File: src/rtl/bus_generator_arbiter.sv
// Multi-bus packet arbiter.
// Each bus runs its own three-state engine:
//   IDLE -> POP  : a round-robin winner is granted and its head packet is captured.
//   POP  -> PUSH : the captured packet is delivered to its destination driver(s).
//   PUSH -> IDLE
// pop and push come straight from flops, so each strobe lasts exactly one cycle.
// A bus can therefore move at most one packet every three cycles.
module bus_generator_arbiter #(
  parameter int         BITS    = 1,
  parameter int         DRIVERS = 4,
  parameter int         PCKG    = 16,
  parameter logic [7:0] BROD    = 8'hFF
) (
  input  logic                          clk,
  input  logic                          reset,
  input  logic [BITS*DRIVERS-1:0]       pndng,
  input  logic [BITS*DRIVERS*PCKG-1:0]  D_pop,
  output logic [BITS*DRIVERS-1:0]       pop,
  output logic [BITS*DRIVERS-1:0]       push,
  output logic [BITS*DRIVERS*PCKG-1:0]  D_push
);

  // Width of a driver index; it is at least 1 so that DRIVERS == 1 still elaborates.
  localparam int PW = (DRIVERS > 1) ? $clog2(DRIVERS) : 1;

  typedef enum logic [1:0] {
    IDLE = 2'd0,
    POP  = 2'd1,
    PUSH = 2'd2
  } state_t;

  genvar gi;
  generate
    for (gi = 0; gi < BITS; gi++) begin : g_bus
      state_t            state_q, state_d;
      logic [PW-1:0]     ptr_q, ptr_d;
      logic [PW-1:0]     src_q, src_d;
      logic [PCKG-1:0]   pkt_q, pkt_d;
      logic [DRIVERS-1:0] pop_q, pop_d;
      logic [DRIVERS-1:0] push_q, push_d;

      logic [DRIVERS-1:0] req;
      logic               found;
      logic [PW-1:0]      winner;
      logic [PCKG-1:0]    win_pkt;
      logic [7:0]         dest;

      assign req  = pndng[gi*DRIVERS +: DRIVERS];
      assign dest = pkt_q[PCKG-1 -: 8];

      // Round-robin search.
      // The search starts at the driver after the last winner and wraps around.
      // The winner's head packet is selected in the same pass.
      always_comb begin
        int idx;
        idx     = 0;
        found   = 1'b0;
        winner  = ptr_q;
        win_pkt = '0;
        for (int k = 1; k <= DRIVERS; k++) begin
          idx = int'(ptr_q) + k;
          if (idx >= DRIVERS) idx = idx - DRIVERS;
          if (!found && req[idx]) begin
            found   = 1'b1;
            winner  = PW'(idx);
            win_pkt = D_pop[(gi*DRIVERS + idx)*PCKG +: PCKG];
          end
        end
      end

      // Next-state logic and strobe generation.
      // The strobes are computed one cycle ahead so that they are registered.
      always_comb begin
        state_d = state_q;
        ptr_d   = ptr_q;
        src_d   = src_q;
        pkt_d   = pkt_q;
        pop_d   = '0;
        push_d  = '0;
        case (state_q)
          IDLE: begin
            if (found) begin
              state_d        = POP;
              ptr_d          = winner;
              src_d          = winner;
              pkt_d          = win_pkt;
              pop_d[winner]  = 1'b1;
            end
          end
          POP: begin
            state_d = PUSH;
            // The broadcast ID is tested first, so it wins even if it also looks like a valid driver ID.
            if (dest == BROD) begin
              push_d        = '1;
              push_d[src_q] = 1'b0;
            end else begin
              // Any ID outside 0..DRIVERS-1 matches no driver, so the packet is silently dropped.
              for (int d = 0; d < DRIVERS; d++) begin
                push_d[d] = (int'(dest) == d);
              end
            end
          end
          PUSH: begin
            state_d = IDLE;
          end
          default: begin
            state_d = IDLE;
          end
        endcase
      end

      // Per-bus state register.
      // Reset clears everything immediately; this also discards any packet in flight.
      always_ff @(posedge clk or negedge reset) begin
        if (!reset) begin
          state_q <= IDLE;
          ptr_q   <= PW'(DRIVERS - 1);
          src_q   <= '0;
          pkt_q   <= '0;
          pop_q   <= '0;
          push_q  <= '0;
        end else begin
          state_q <= state_d;
          ptr_q   <= ptr_d;
          src_q   <= src_d;
          pkt_q   <= pkt_d;
          pop_q   <= pop_d;
          push_q  <= push_d;
        end
      end

      assign pop[gi*DRIVERS +: DRIVERS]  = pop_q;
      assign push[gi*DRIVERS +: DRIVERS] = push_q;

      genvar gj;
      for (gj = 0; gj < DRIVERS; gj++) begin : g_drv
        assign D_push[(gi*DRIVERS + gj)*PCKG +: PCKG] = pkt_q;
      end
    end
  endgenerate

endmodule

File: config.mk
export PLATFORM = sky130hd
export DESIGN_NAME = bus_generator_arbiter
export DESIGN_NICKNAME = d
export VERILOG_FILES = /design/src/rtl/bus_generator_arbiter.sv
export SDC_FILE = /design/constraint.sdc
export NUM_CORES = 1
export LEC_CHECK = 0
export ABC_AREA = 1
export CORE_MARGIN = 3
export CORE_UTILIZATION = 49
export DETAILED_ROUTE_END_ITERATION = 7
export PLACE_DENSITY = 0.86
export SLEW_MARGIN = 40
export SYNTH_ARGS = -nofsm -noshare
export SYNTH_HDL_FRONTEND = slang
export SYNTH_SLANG_ARGS = --single-unit
File: constraint.sdc
create_clock -name clk -period 5.4 [get_ports clk]
set_clock_uncertainty 0.2 [all_clocks]
set_input_delay 0.81 -clock clk [delete_from_list [all_inputs] [get_ports clk]]
set_output_delay 0.81 -clock clk [all_outputs]
set_load 0.005 [all_outputs]
=== Yosys cells after proc, flatten, opt, wreduce, memory -nomap -nowiden ===
Cells that the tools add are included.

* Bits in registers: 30
* Latch bits: 0
* Bits in writable memories: 0
* Bits in read-only memories: 0
* Input port bits: 70
* Word-level logic and storage cells: 86
* Memories: 0

* Add/sub/neg operators: 8
* Multiply operators: 0
* Divide/modulo/power cells: 0
* $lt $le $gt $ge: 12
* Equality and inequality tests: 6
* Shift operators: 4
* Muxes and demuxes: 38
* Bitwise operators: 1
* Reductions and logical operators: 11

{| class="wikitable"
|+ Operators by type and width
! kind !! number
|-
| $shiftx A64 B32 Y16 || 4
|-
| $lt A32 B4 Y1 const B || 4
|-
| $mux W32 || 4
|-
| $mux W16 || 4
|-
| $eq A8 B3 Y1 const B || 2
|-
| $mux W4 || 4
|-
| $mux W1 || 14
|-
| $sub A3 B3 Y4 const B || 3
|-
| $mux W2 || 5
|-
| $ge A3 B3 Y1 const B || 3
|-
| $bmux W1 S2 || 4
|-
| $eq A8 B2 Y1 const B || 1
|-
| $eq A8 B8 Y1 const B || 1
|-
| $logic_not A8 Y1 || 1
|-
| $add A2 B2 Y3 const B || 2
|-
| $lt A2 B3 Y1 const B || 2
|-
| $logic_and A1 B1 Y1 || 5
|-
| $sub A4 B3 Y5 const B || 1
|-
| $add A2 B3 Y4 const B || 1
|-
| $demux W1 S2 || 2
|-
| $ge A2 B1 Y1 const B || 2
|-
| $ge A4 B3 Y1 const B || 1
|-
| $not A4 Y4 || 1
|-
| $pmux W2 S2 || 1
|-
| 6 further kinds || 8
|}

=== Logic depth before layout (Yosys ltp) ===
Gate-level depths: netlist (run 1).

* Depth in word-level cells: 22
* Gate-level depth with buffers: 16

=== Worst setup path after synthesis (run 1) ===
No wires, ideal clock.

* Path type: reg-to-reg
* Start point: register g_bus[0].ptr_q[0]
* End point: register g_bus[0].pkt_q[0]
* Library setup time: 0.120 ns
* Arrival time: 2.322 ns
* Data required time: 5.080 ns
* Path slack: 2.758 ns
* Cell stages (with the launch flop): 16
* Cells stage by stage: dfstp_2 -> buf_6 -> inv_4 -> buf_4 -> buf_2 -> ha_1 -> buf_2 -> inv_2 -> buf_1 -> nand3_1 -> nand2_1 -> nor2_1 -> nand3_1 -> nand2_1 -> o21ai_1 -> nand2_1

* Cells in the longest elaborated chain, start to end: 17

{| class="wikitable"
|+ RTL lines
! item !! RTL line !! RTL
|-
| start: declaration || 36 || <nowiki>logic [PW-1:0] ptr_q, ptr_d;</nowiki>
|-
| start signal: assignment || 117 || <nowiki>ptr_q <= PW'(DRIVERS - 1);</nowiki>
|-
| start signal: assignment || 124 || <nowiki>ptr_q <= ptr_d;</nowiki>
|-
| $add A2 B1 Y3 || 61 || <nowiki>idx = int'(ptr_q) + k;</nowiki>
|-
| $sub A3 B3 Y4 / $ge A3 B3 Y1 (equally long branches) || 62 || <nowiki>if (idx >= DRIVERS) idx = idx - DRIVERS;</nowiki>
|-
| $mux W32 || 62 ||
|-
| $bmux W1 S2 || 63 || <nowiki>if (!found && req[idx]) begin</nowiki>
|-
| $mux W1 (implied by the code) (2 in series) || 63 ||
|-
| $mux W1 || 63 ||
|-
| $logic_not A1 Y1 || 63 ||
|-
| $logic_and A1 B1 Y1 || 63 ||
|-
| $mux W1 || 63 ||
|-
| $logic_not A1 Y1 || 63 ||
|-
| $logic_and A1 B1 Y1 || 63 ||
|-
| $mux W1 || 63 ||
|-
| $logic_not A1 Y1 || 63 ||
|-
| $logic_and A1 B1 Y1 || 63 ||
|-
| $mux W1 || 63 ||
|-
| $reduce_and A2 Y1 (no source line) || - ||
|-
| end signal: assignment || 126 || <nowiki>pkt_q <= pkt_d;</nowiki>
|-
| end: declaration || 38 || <nowiki>logic [PCKG-1:0] pkt_q, pkt_d;</nowiki>
|}

Parallel ways exist; a longest one is shown, timed or not. The select of a mux whose other input is x is not followed.
A chain may end at the register's enable or synchronous reset.

=== Worst setup path after layout (run 1) ===
* Start point: register g_bus[0].ptr_q[1]
* End point: register g_bus[0].pkt_q[5]

The elaborated chain is that of the path after synthesis.

==> qor.yml, run 1 <==
outcome: "finished clean"
dieArea_um2: 9420
cts-hold-fix-buffers: 0
grt_pass1_vias: 4193
r2r-end: "g_bus[0].pkt_q[5]"
p_leak_nw: 2.68
fin_ws_ns: 1.86
async_flop_share: 1.00
worstSetupStartpointType: "flip-flop"
num_vias: 4730
post-place-ws_ns: 1.60
start_util: 0.515
synth_most_common_cell: "nand2_1"
detail-route-antenna-nets: 0
routed_wirelength_um: 12300
critPathKind: "flip-flop to flip-flop"
antenna_found_initial: 0
placed_cells: 904
finalHoldViolCount: 0
worstRegToRegCells: 10
synth_top_family_by_area: "simple AND/OR/NAND/NOR gates"
peakVddDrop_v: 0.000295
synthAdderAreaFrac: 0.0154
grt_max_degree: 84
gp_congestion: 0.922
synth_area_um2: 4060
drv_slew: 0
drc: 0
cp_data_required_time_ns: 5.35
insertion_delay_ns: 0.28
crit_fanout: 36
path_clk_slew_ns: 0.07
fin_tns_setup_ns: 0
synth_cell_types: 31
drt-pass1-iter-count: 6
yosys.area_share.simple: 0.564
cts_tree: "built"
ys_seq_area_frac: 0.185
hold_path.class: "flip-flop to flip-flop"
wire_per_inst_um: 13.5
grt_pass1_wl_um: 20100
rows: 32
root_buffer: "clkbuf_8"
cts_resized: 0
setup_viol: 0
synth_common_cells: "347 x nand2_1, 81 x nand3_1, 75 x nor2_1, 53 x buf_4, 33 x o21ai_0"
final_cells: 912
reg2reg_setup_slack_ns: 1.86
power_density_nw_per_um2: 672
ctsLongestPathBuffers: 2
avgViaCountPerCell: 5.19
num_antenna_cells: 0
ys_warn_count: 0
chipWidth_um: 97.1
io_buffer_count: 141
grt_use_total: 0.253
period_needed_ns: 3.54
synth_top_area_frac: 0.321
core-area_um2: 7890
r2r_start: "g_bus[0].ptr_q[1]"
ys_ff_latch: 30
yosys.area.top_type: "nand2_1"
ioPinCount: 142
avgSynthCellArea_um2: 5.46
synthCells: 744
htree_levels: 2
fmax_ghz: 0.282
fillCellCount: 775
dp_hpwl_um: 9470
critPathCaptureType: "flip-flop"
ys.flop_type: "dfrtp_1"
drv_cap: 0
relSlewSlack: 0.500
final_nets: 884
cts.sinks: 30
drtIter0Drc: 360
tightest_slew_ns: 0.750
critPathCapture: "g_bus[0].pkt_q[5]"
synth-edff-count: 0
drive_gt1_frac: 0.0457
rsz0062_at_grt: "false"
synth_compound_area_frac: 0.0557
synthTopCellsByArea: "nand2_1 32%, dfrtp_1 17%, nand3_1 10%, buf_4 9.8%, nor2_1 6.9%"
fp.dieH_um: 97.1
critical_path_arrival_ns: 3.50
grt-ovfl-total: 0
synth_nets: 819
numCtsBuffers: 5
synth_mux_area_frac: 0.00246
synth-xor-area-share: 0
areaGrowthSynthToFinish_pct: 26.6
cts_setup_buffers: 0
min_from: "g_bus[0].state_q[1]"
cp-startpoint: "g_bus[0].ptr_q[1]"
min_period_over_period: 0.656
[layer usage]
metal  vias to the layer above  routed length, um  global-route usage
met4                         0                155              0.0562
met5                         -                  0                   0
li1                       2429                  -                   -
met3                        15               1110              0.0452
met2                       213               5410               0.388
met1                      2073               5650               0.372
[final cells by class]
class | instances | area (um^2) | area share
Multi-Input combinational cell | 592 | 2590 | 0.504
Timing Repair Buffer | 145 | 1440 | 0.280
Sequential cell | 30 | 753 | 0.146
Inverter | 35 | 136 | 0.0265
Tap cell | 102 | 128 | 0.0248
Clock buffer | 6 | 82.6 | 0.0161
Clock inverter | 2 | 12.5 | 0.00243
[layout by cell type (no fill, tap or decap), types with 6 or more instances in the layout]
cell,instances
nor2_1,75
dfrtp_1,28
nand4_1,16
clkbuf_8,6
o21ai_1,9
nand3_1,81
nand2_1,347
clkdlybuf4s50_1,141
o21ai_0,33
inv_1,29
[through the flow]
step                power, mW  hold WS [ns]   util  instance area, um^2
detailed placement       3.24         0.280  0.640                 5050
global route             3.82         0.298  0.652                 5140
floorplan                2.54         0.237      -                 4060
global placement         3.20         0.281  0.640                 5050
CTS                      3.43         0.290  0.652                 5140
finish                   3.45         0.290  0.652                 5140
[logic make-up after synthesis]
family | count (synthesis)
AO/OA/AOI/OAI | 45
adder cells (fa/ha/maj) | 5
buffers and inverters | 122
flip-flops | 30
multiplexers | 1
AND/OR/NAND/NOR | 541
[critical path, cell delays in order (launching register included)]
cell,delay (ns)
dfstp_2,0.90
inv_2,0.36
ha_1,0.40
inv_2,0.47
nand2_2,0.16
nand2_4,0.27
inv_2,0.20
nand3_1,0.13
nand2_1,0.05
o21ai_0,0.19
nand2_1,0.08
[sequential cells by signal, indices dropped and copies added (netlist names)]
signal and cells:
push 4, g_bus.pkt_q 16, g_bus.ptr_q 2, g_bus.state_q 2, pop 4, g_bus.src_q 2
[where the power goes]
part | switching (mW) | internal [mW] | total, mW | leakage (nW)
Clock | 0.0818 | 0.102 | 0.184 | 0.0472
Sequential | 0.131 | 0.330 | 0.461 | 0.375
Combinational | 1.74 | 1.06 | 2.81 | 2.25
Total | 1.96 | 1.50 | 3.45 | 2.68
[how the worst min path moves through the flow]
| stage | to | slack (ns) | depth (start not counted) |
|---|---|---|---|
| 2_1_floorplan | g_bus[0].state_q[1] | 0.24 | 1 |
| 3_3_place_gp | g_bus[0].state_q[1] | 0.28 | 1 |
| 3_5_place_dp | g_bus[0].state_q[1] | 0.28 | 1 |
| 4_1_cts | g_bus[0].state_q[1] | 0.29 | 1 |
| 5_1_grt | g_bus[0].state_q[1] | 0.30 | 1 |
| 6_report | g_bus[0].state_q[1] | 0.29 | 1 |
No activity file was read; power rests on OpenSTA's default activity.
==> run 2: changes to the inputs <==
--- a/config.mk
+++ b/config.mk
@@ -7,9 +7,9 @@
 export LEC_CHECK = 0
 export ABC_AREA = 1
 export CORE_MARGIN = 3
-export CORE_UTILIZATION = 49
+export CORE_UTILIZATION = 42
 export DETAILED_ROUTE_END_ITERATION = 7
-export PLACE_DENSITY = 0.86
+export PLACE_DENSITY = 0.78
 export SLEW_MARGIN = 40
 export SYNTH_ARGS = -nofsm -noshare
 export SYNTH_HDL_FRONTEND = slang
==> constraint.sdc (replaced) <==
create_clock -name clk -period 2.95 [get_ports clk]
set_clock_uncertainty 0.2 [all_clocks]
set_input_delay 0.4425 -clock clk [delete_from_list [all_inputs] [get_ports clk]]
set_output_delay 0.4425 -clock clk [all_outputs]
set_load 0.005 [all_outputs]
==> qor.yml, run 2 (synthesis gave the netlist of run 1 again) <==
outcome: "finished clean"  # unchanged
wire_per_inst_um: 13.7  # was 13.5 um
cts.sinks: 30  # unchanged
gp_congestion: 0.834  # was 0.922
drc: 0  # unchanged
post-place-ws_ns: 0.240  # was 1.60 ns
fp.dieH_um: 104  # was 97.1 um
core-area_um2: 9330  # was 7890 um^2
critical_path_arrival_ns: 2.72  # was 3.50 ns
finalHoldViolCount: 0  # unchanged
areaGrowthSynthToFinish_pct: 28.9  # was 26.6%
rows: 35  # was 32
fmax_ghz: 0.363  # was 0.282 GHz
grt-ovfl-total: 0  # unchanged
drt-pass1-iter-count: 5  # was 6
routed_wirelength_um: 12900  # was 12,300 um
avgViaCountPerCell: 5.15  # was 5.19
cts-hold-fix-buffers: 0  # unchanged
largest_reg_flops: 16  # unchanged
final_nets: 890  # was 884
hold_path.class: "flip-flop to flip-flop"  # unchanged
top_register: "g_bus.pkt_q"  # unchanged
min_to: "g_bus[0].state_q[1]"  # unchanged
antenna_found_initial: 0  # unchanged
period_needed_ns: 2.75  # was 3.54 ns
chipWidth_um: 104  # was 97.1 um
power_density_nw_per_um2: 1220  # was 672 nW/um^2
drtIter0Drc: 295  # was 360
cts_tree: "built"  # unchanged
grt_pass1_vias: 4512  # was 4,193
min_period_over_period: 0.933  # was 0.656
final_cells: 945  # was 912
fin_tns_setup_ns: 0  # unchanged
dieArea_um2: 10900  # was 9420 um^2
min_from: "g_bus[0].state_q[1]"  # unchanged
critPathCaptureType: "flip-flop"  # unchanged
ioPinCount: 142  # unchanged
detail-route-antenna-nets: 0  # unchanged
grt_max_degree: 56  # was 84
peakVddDrop_v: 0.000537  # was 0.000295 V
worstSetupStartpointType: "flip-flop"  # unchanged
io_buffer_count: 141  # unchanged
rsz0062_at_grt: "false"  # unchanged
max_stage_delay_ns: 0.56  # was 0.90 ns
crit_fanout: 32  # was 36
worstRegToRegCells: 10  # unchanged
numCtsBuffers: 5  # unchanged
r2r_start: "g_bus[0].ptr_q[0]"  # was g_bus[0].ptr_q[1]
reg2reg_setup_slack_ns: 0.20  # was 1.86 ns
cts_resized: 0  # unchanged
p_leak_nw: 2.72  # was 2.68 nW
ctsLongestPathBuffers: 2  # unchanged
start_util: 0.436  # was 0.515
cts_setup_buffers: 0  # unchanged
whs_path_depth: 1  # unchanged
htree_levels: 2  # unchanged
fin_ws_ns: 0.199  # was 1.86 ns
drive_gt1_frac: 0.0515  # was 0.0457
cp_data_required_time_ns: 2.92  # was 5.35 ns
placed_cells: 937  # was 904
path_clk_slew_ns: 0.07  # about the same
layout_common_cells: "347 x nand2_1, 141 x clkdlybuf4s50_1, 81 x nand3_1, 75 x nor2_1, 33 x o21ai_0"  # unchanged
tightest_slew_ns: 0.655  # was 0.750 ns
crit_slowest_cell: "dfstp_2"  # unchanged
dp_hpwl_um: 9390  # was 9470 um
grt_pass1_wl_um: 21300  # was 20,100 um
layout_commonest_cell: "nand2_1"  # unchanged
insertion_delay_ns: 0.30  # was 0.28 ns
drv_slew: 0  # unchanged
drv_cap: 0  # unchanged
relSlewSlack: 0.562  # was 0.500
crit_top_cell: "nand2_1"  # was inv_2
total_power_mw: 6.38  # was 3.45 mW
critPathKind: "flip-flop to flip-flop"  # unchanged
grt_use_total: 0.229  # was 0.253
fin_util: 0.561  # was 0.652
crit_path_cell_trace: "inv_4, ha_1, buf_4, nand2_2, nand2_4, inv_2, nand3_1, nand2_1, o21ai_0, nand2_1"  # was inv_2, ha_1, inv_2, nand2_2, nand2_4, inv_2, nand3_1, nand2_1, o21ai_0, nand2_1
num_antenna_cells: 0  # unchanged
r2r-end: "g_bus[0].pkt_q[10]"  # was g_bus[0].pkt_q[5]
num_vias: 4869  # was 4,730
setup_viol: 0  # unchanged
fillCellCount: 930  # was 775
root_buffer: "clkbuf_8"  # unchanged
run 2: cell count changes in the layout (fill, tap and decap cells not counted):
cell and delta:
buf_4 +6, clkinvlp_4 -1, inv_1 +1, clkbuf_8 -1
inv_2 -1, clkinv_2 +1, bufinv_16 +1
run 2: stage by stage:
step                      area [um^2]  hold WS [ns]
after global placement           5130         0.269
after global routing             5240         0.316
after floorplan                  4060       -0.0531
after detailed placement         5130         0.284
final                            5240         0.289
after CTS                        5240         0.293
run 2: layout make-up:
cell class | count | area (um^2) | share of cell area
multi-input combinational | 592 | 2590 | 0.495
sequential | 30 | 753 | 0.144
tap | 129 | 161 | 0.0308
clock inverter | 3 | 40.0 | 0.00765
timing repair buffer | 151 | 1490 | 0.284
clock buffer | 5 | 68.8 | 0.0131
inverter | 35 | 136 | 0.0260
run 2: worst max path at each step:
stage | from | to | slack (ns) | cells after the start
5_1_grt | g_bus[0].ptr_q[0] | g_bus[0].pkt_q[5] | 0.02 | 10
3_5_place_dp | g_bus[0].ptr_q[0] | g_bus[0].pkt_q[10] | 0.24 | 10
4_1_cts | g_bus[0].ptr_q[0] | g_bus[0].pkt_q[10] | 0.21 | 10
3_3_place_gp | g_bus[0].ptr_q[0] | g_bus[0].pkt_q[10] | 0.37 | 10
6_report | g_bus[0].ptr_q[0] | g_bus[0].pkt_q[10] | 0.20 | 10
2_1_floorplan | g_bus[0].ptr_q[0] | g_bus[0].pkt_q[0] | 0.31 | 15
run 2: layer usage:
layer | wire, um | track usage | vias to the layer above | share of wire
met5 | 0 | 0 | - | 0
met4 | 184 | 0.0494 | 0 | 0.014
met3 | 1110 | 0.0354 | 26 | 0.086
met2 | 6060 | 0.383 | 236 | 0.47
met1 | 5550 | 0.310 | 2163 | 0.43
li1 | - | - | 2444 | -
run 2: critical path: cells and delay by family (launching register included):
family / cells / cell delay [ns]
buffers and inverters: 3 / 0.69
flip-flops: 1 / 0.56
AO/OA/AOI/OAI: 1 / 0.18
adder cells (fa/ha/maj): 1 / 0.35
AND/OR/NAND/NOR: 5 / 0.66
run 2: power breakdown:
part | leakage [nW] | switching, mW | internal [mW]
sequential | 0.375 | 0.219 | 0.601
clock | 0.0579 | 0.175 | 0.249
combinational | 2.28 | 3.14 | 2.00
==> run 3: changes to the inputs <==
--- a/config.mk
+++ b/config.mk
@@ -7,9 +7,11 @@
 export LEC_CHECK = 0
 export ABC_AREA = 1
 export CORE_MARGIN = 3
-export CORE_UTILIZATION = 42
+export CORE_UTILIZATION = 49
+export CTS_BUF_LIST = sky130_fd_sc_hd__clkbuf_8
 export DETAILED_ROUTE_END_ITERATION = 7
-export PLACE_DENSITY = 0.78
+export DONT_BUFFER_PORTS = 1
+export PLACE_DENSITY = 0.66
 export SLEW_MARGIN = 40
 export SYNTH_ARGS = -nofsm -noshare
 export SYNTH_HDL_FRONTEND = slang
==> qor.yml, run 3 (synthesis gave the netlist of run 1 again) <==
outcome: "finished clean"  # unchanged
final_cells: 777  # was 945
drv_cap: 0  # unchanged
htree_levels: 2  # unchanged
fin_tns_setup_ns: 0  # unchanged
dieArea_um2: 9420  # was 10,900 um^2
peakVddDrop_v: 0.000581  # was 0.000537 V
areaGrowthSynthToFinish_pct: -6.53  # was 28.9%
critPathCaptureType: "flip-flop"  # unchanged
antenna_found_initial: 0  # unchanged
worstRegToRegCells: 10  # unchanged
placed_cells: 768  # was 937
setup_viol: 0  # unchanged
regArea_um2: 753  # unchanged
wire_per_inst_um: 14.4  # was 13.7 um
cts_tree: "built"  # unchanged
largest_reg_flops: 16  # unchanged
crit_fanout: 32  # unchanged
drive_gt1_frac: 0.0593  # was 0.0515
p_leak_nw: 2.18  # was 2.72 nW
critical_path_arrival_ns: 2.70  # was 2.72 ns
start_util: 0.515  # was 0.436
ioPinCount: 142  # unchanged
avgViaCountPerCell: 5.40  # was 5.15
fin_area_um2: 3800  # was 5240 um^2
top_register: "g_bus.pkt_q"  # unchanged
grt_use_total: 0.239  # was 0.229
relSlewSlack: 0.595  # was 0.562
fin_ws_ns: 0.222  # was 0.199 ns
drt-pass1-iter-count: 5  # unchanged
total_power_mw: 5.43  # was 6.38 mW
grt_pass1_vias: 3829  # was 4,512
grt-ovfl-total: 0  # unchanged
postPlaceCellArea_um2: 3670  # was 5130 um^2
critPathCapture: "g_bus[0].pkt_q[13]"  # was g_bus[0].pkt_q[10]
worstSetupStartpointType: "flip-flop"  # unchanged
ctsLongestPathBuffers: 2  # unchanged
dp_hpwl_um: 8170  # was 9390 um
period_needed_ns: 2.73  # was 2.75 ns
fp.dieH_um: 97.1  # was 104 um
multi_input_area_um2: 2590  # unchanged
layout_common_cells: "347 x nand2_1, 81 x nand3_1, 75 x nor2_1, 33 x o21ai_0, 31 x inv_1"  # was 347 x nand2_1, 141 x clkdlybuf4s50_1, 81 x nand3_1, 75 x nor2_1, 33 x o21ai_0
drv_slew: 0  # unchanged
hold_slack_ns: 0.279  # was 0.289 ns
grt_pass1_wl_um: 19100  # was 21,300 um
routed_wirelength_um: 11200  # was 12,900 um
post-place-ws_ns: 0.0910  # was 0.240 ns
drc: 0  # unchanged
reg2reg_setup_slack_ns: 0.22  # was 0.20 ns
insertion_delay_ns: 0.29  # was 0.30 ns
fin_util: 0.481  # was 0.561
root_buffer: "clkbuf_8"  # unchanged
fillCellCount: 853  # was 930
gp_congestion: 0.921  # was 0.834
whs_path_depth: 1  # unchanged
fmax_ghz: 0.367  # was 0.363 GHz
power_density_nw_per_um2: 1430  # was 1220 nW/um^2
rows: 32  # was 35
min_period_over_period: 0.925  # was 0.933
r2r-end: "g_bus[0].pkt_q[13]"  # was g_bus[0].pkt_q[10]
hold_path.class: "flip-flop to flip-flop"  # unchanged
path_clk_slew_ns: 0.07  # about the same
tightest_slew_ns: 0.606  # was 0.655 ns
r2r_start: "g_bus[0].ptr_q[0]"  # unchanged
final_nets: 750  # was 890
numCtsBuffers: 5  # unchanged
finalHoldViolCount: 0  # unchanged
cts.sinks: 30  # unchanged
detail-route-antenna-nets: 0  # unchanged
num_vias: 4199  # was 4,869
layout_commonest_cell: "nand2_1"  # unchanged
rsz0062_at_grt: "false"  # unchanged
chipWidth_um: 97.1  # was 104 um
cp-startpoint: "g_bus[0].ptr_q[0]"  # unchanged
grt_max_degree: 84  # was 56
critPathKind: "flip-flop to flip-flop"  # unchanged
io_buffer_count: 0  # was 141
cp_data_required_time_ns: 2.92  # about the same
num_antenna_cells: 0  # unchanged
core-area_um2: 7890  # was 9330 um^2
drtIter0Drc: 314  # was 295
run 3: cell count changes in the layout (fill, tap and decap cells not counted), sizes merged:
cell,before,now
clkdlybuf4s50,141,0
clkbuf,5,7
clkinv,2,0
buf,10,9
bufinv,1,0
dlygate4sd3,0,1
inv,35,36
run 3: worst min-delay path by stage:
stage                         from                   to
2_1_floorplan                reset    g_bus[0].pkt_q[0]
3_3_place_gp                 reset              push[3]
3_5_place_dp                 reset              push[3]
4_1_cts        g_bus[0].state_q[1]  g_bus[0].state_q[1]
5_1_grt        g_bus[0].state_q[1]  g_bus[0].state_q[1]
6_report       g_bus[0].state_q[1]  g_bus[0].state_q[1]
run 3: layout make-up:
type	instances	area share
sequential	30	0.198
multi-input combinational	592	0.682
clock inverter	1	0.000988
inverter	35	0.0359
tap	102	0.0336
clock buffer	6	0.0217
timing repair buffer	11	0.0273
run 3: layer usage:
layer	share of wire	vias up	track usage
li1	-	2154	-
met1	0.47	1881	0.354
met2	0.42	153	0.356
met3	0.096	11	0.0596
met4	0.012	0	0.0410
met5	0	-	0
run 3: power breakdown:
part	leakage [nW]	switching, mW	internal [mW]
clock network	0.0485	0.156	0.181
logic	1.75	2.93	1.28
registers	0.375	0.290	0.600
run 3: worst max-delay path, stage by stage, from the launching register on:
cell,delay (ns)
dfstp_2,0.56
inv_4,0.11
ha_1,0.33
buf_4,0.35
nand2_2,0.13
nand2_4,0.24
inv_2,0.22
nand3_1,0.13
nand2_1,0.05
o21ai_1,0.20
nand2_1,0.07
run 3: repair_timing:
item / in CTS / in global routing
hold buffers: 2 / 0
setup endpoints to repair: 0 / 24
hold endpoints to repair: 30 / 0
gates resized for setup: 0 / 2
buffers inserted: 0 / 0
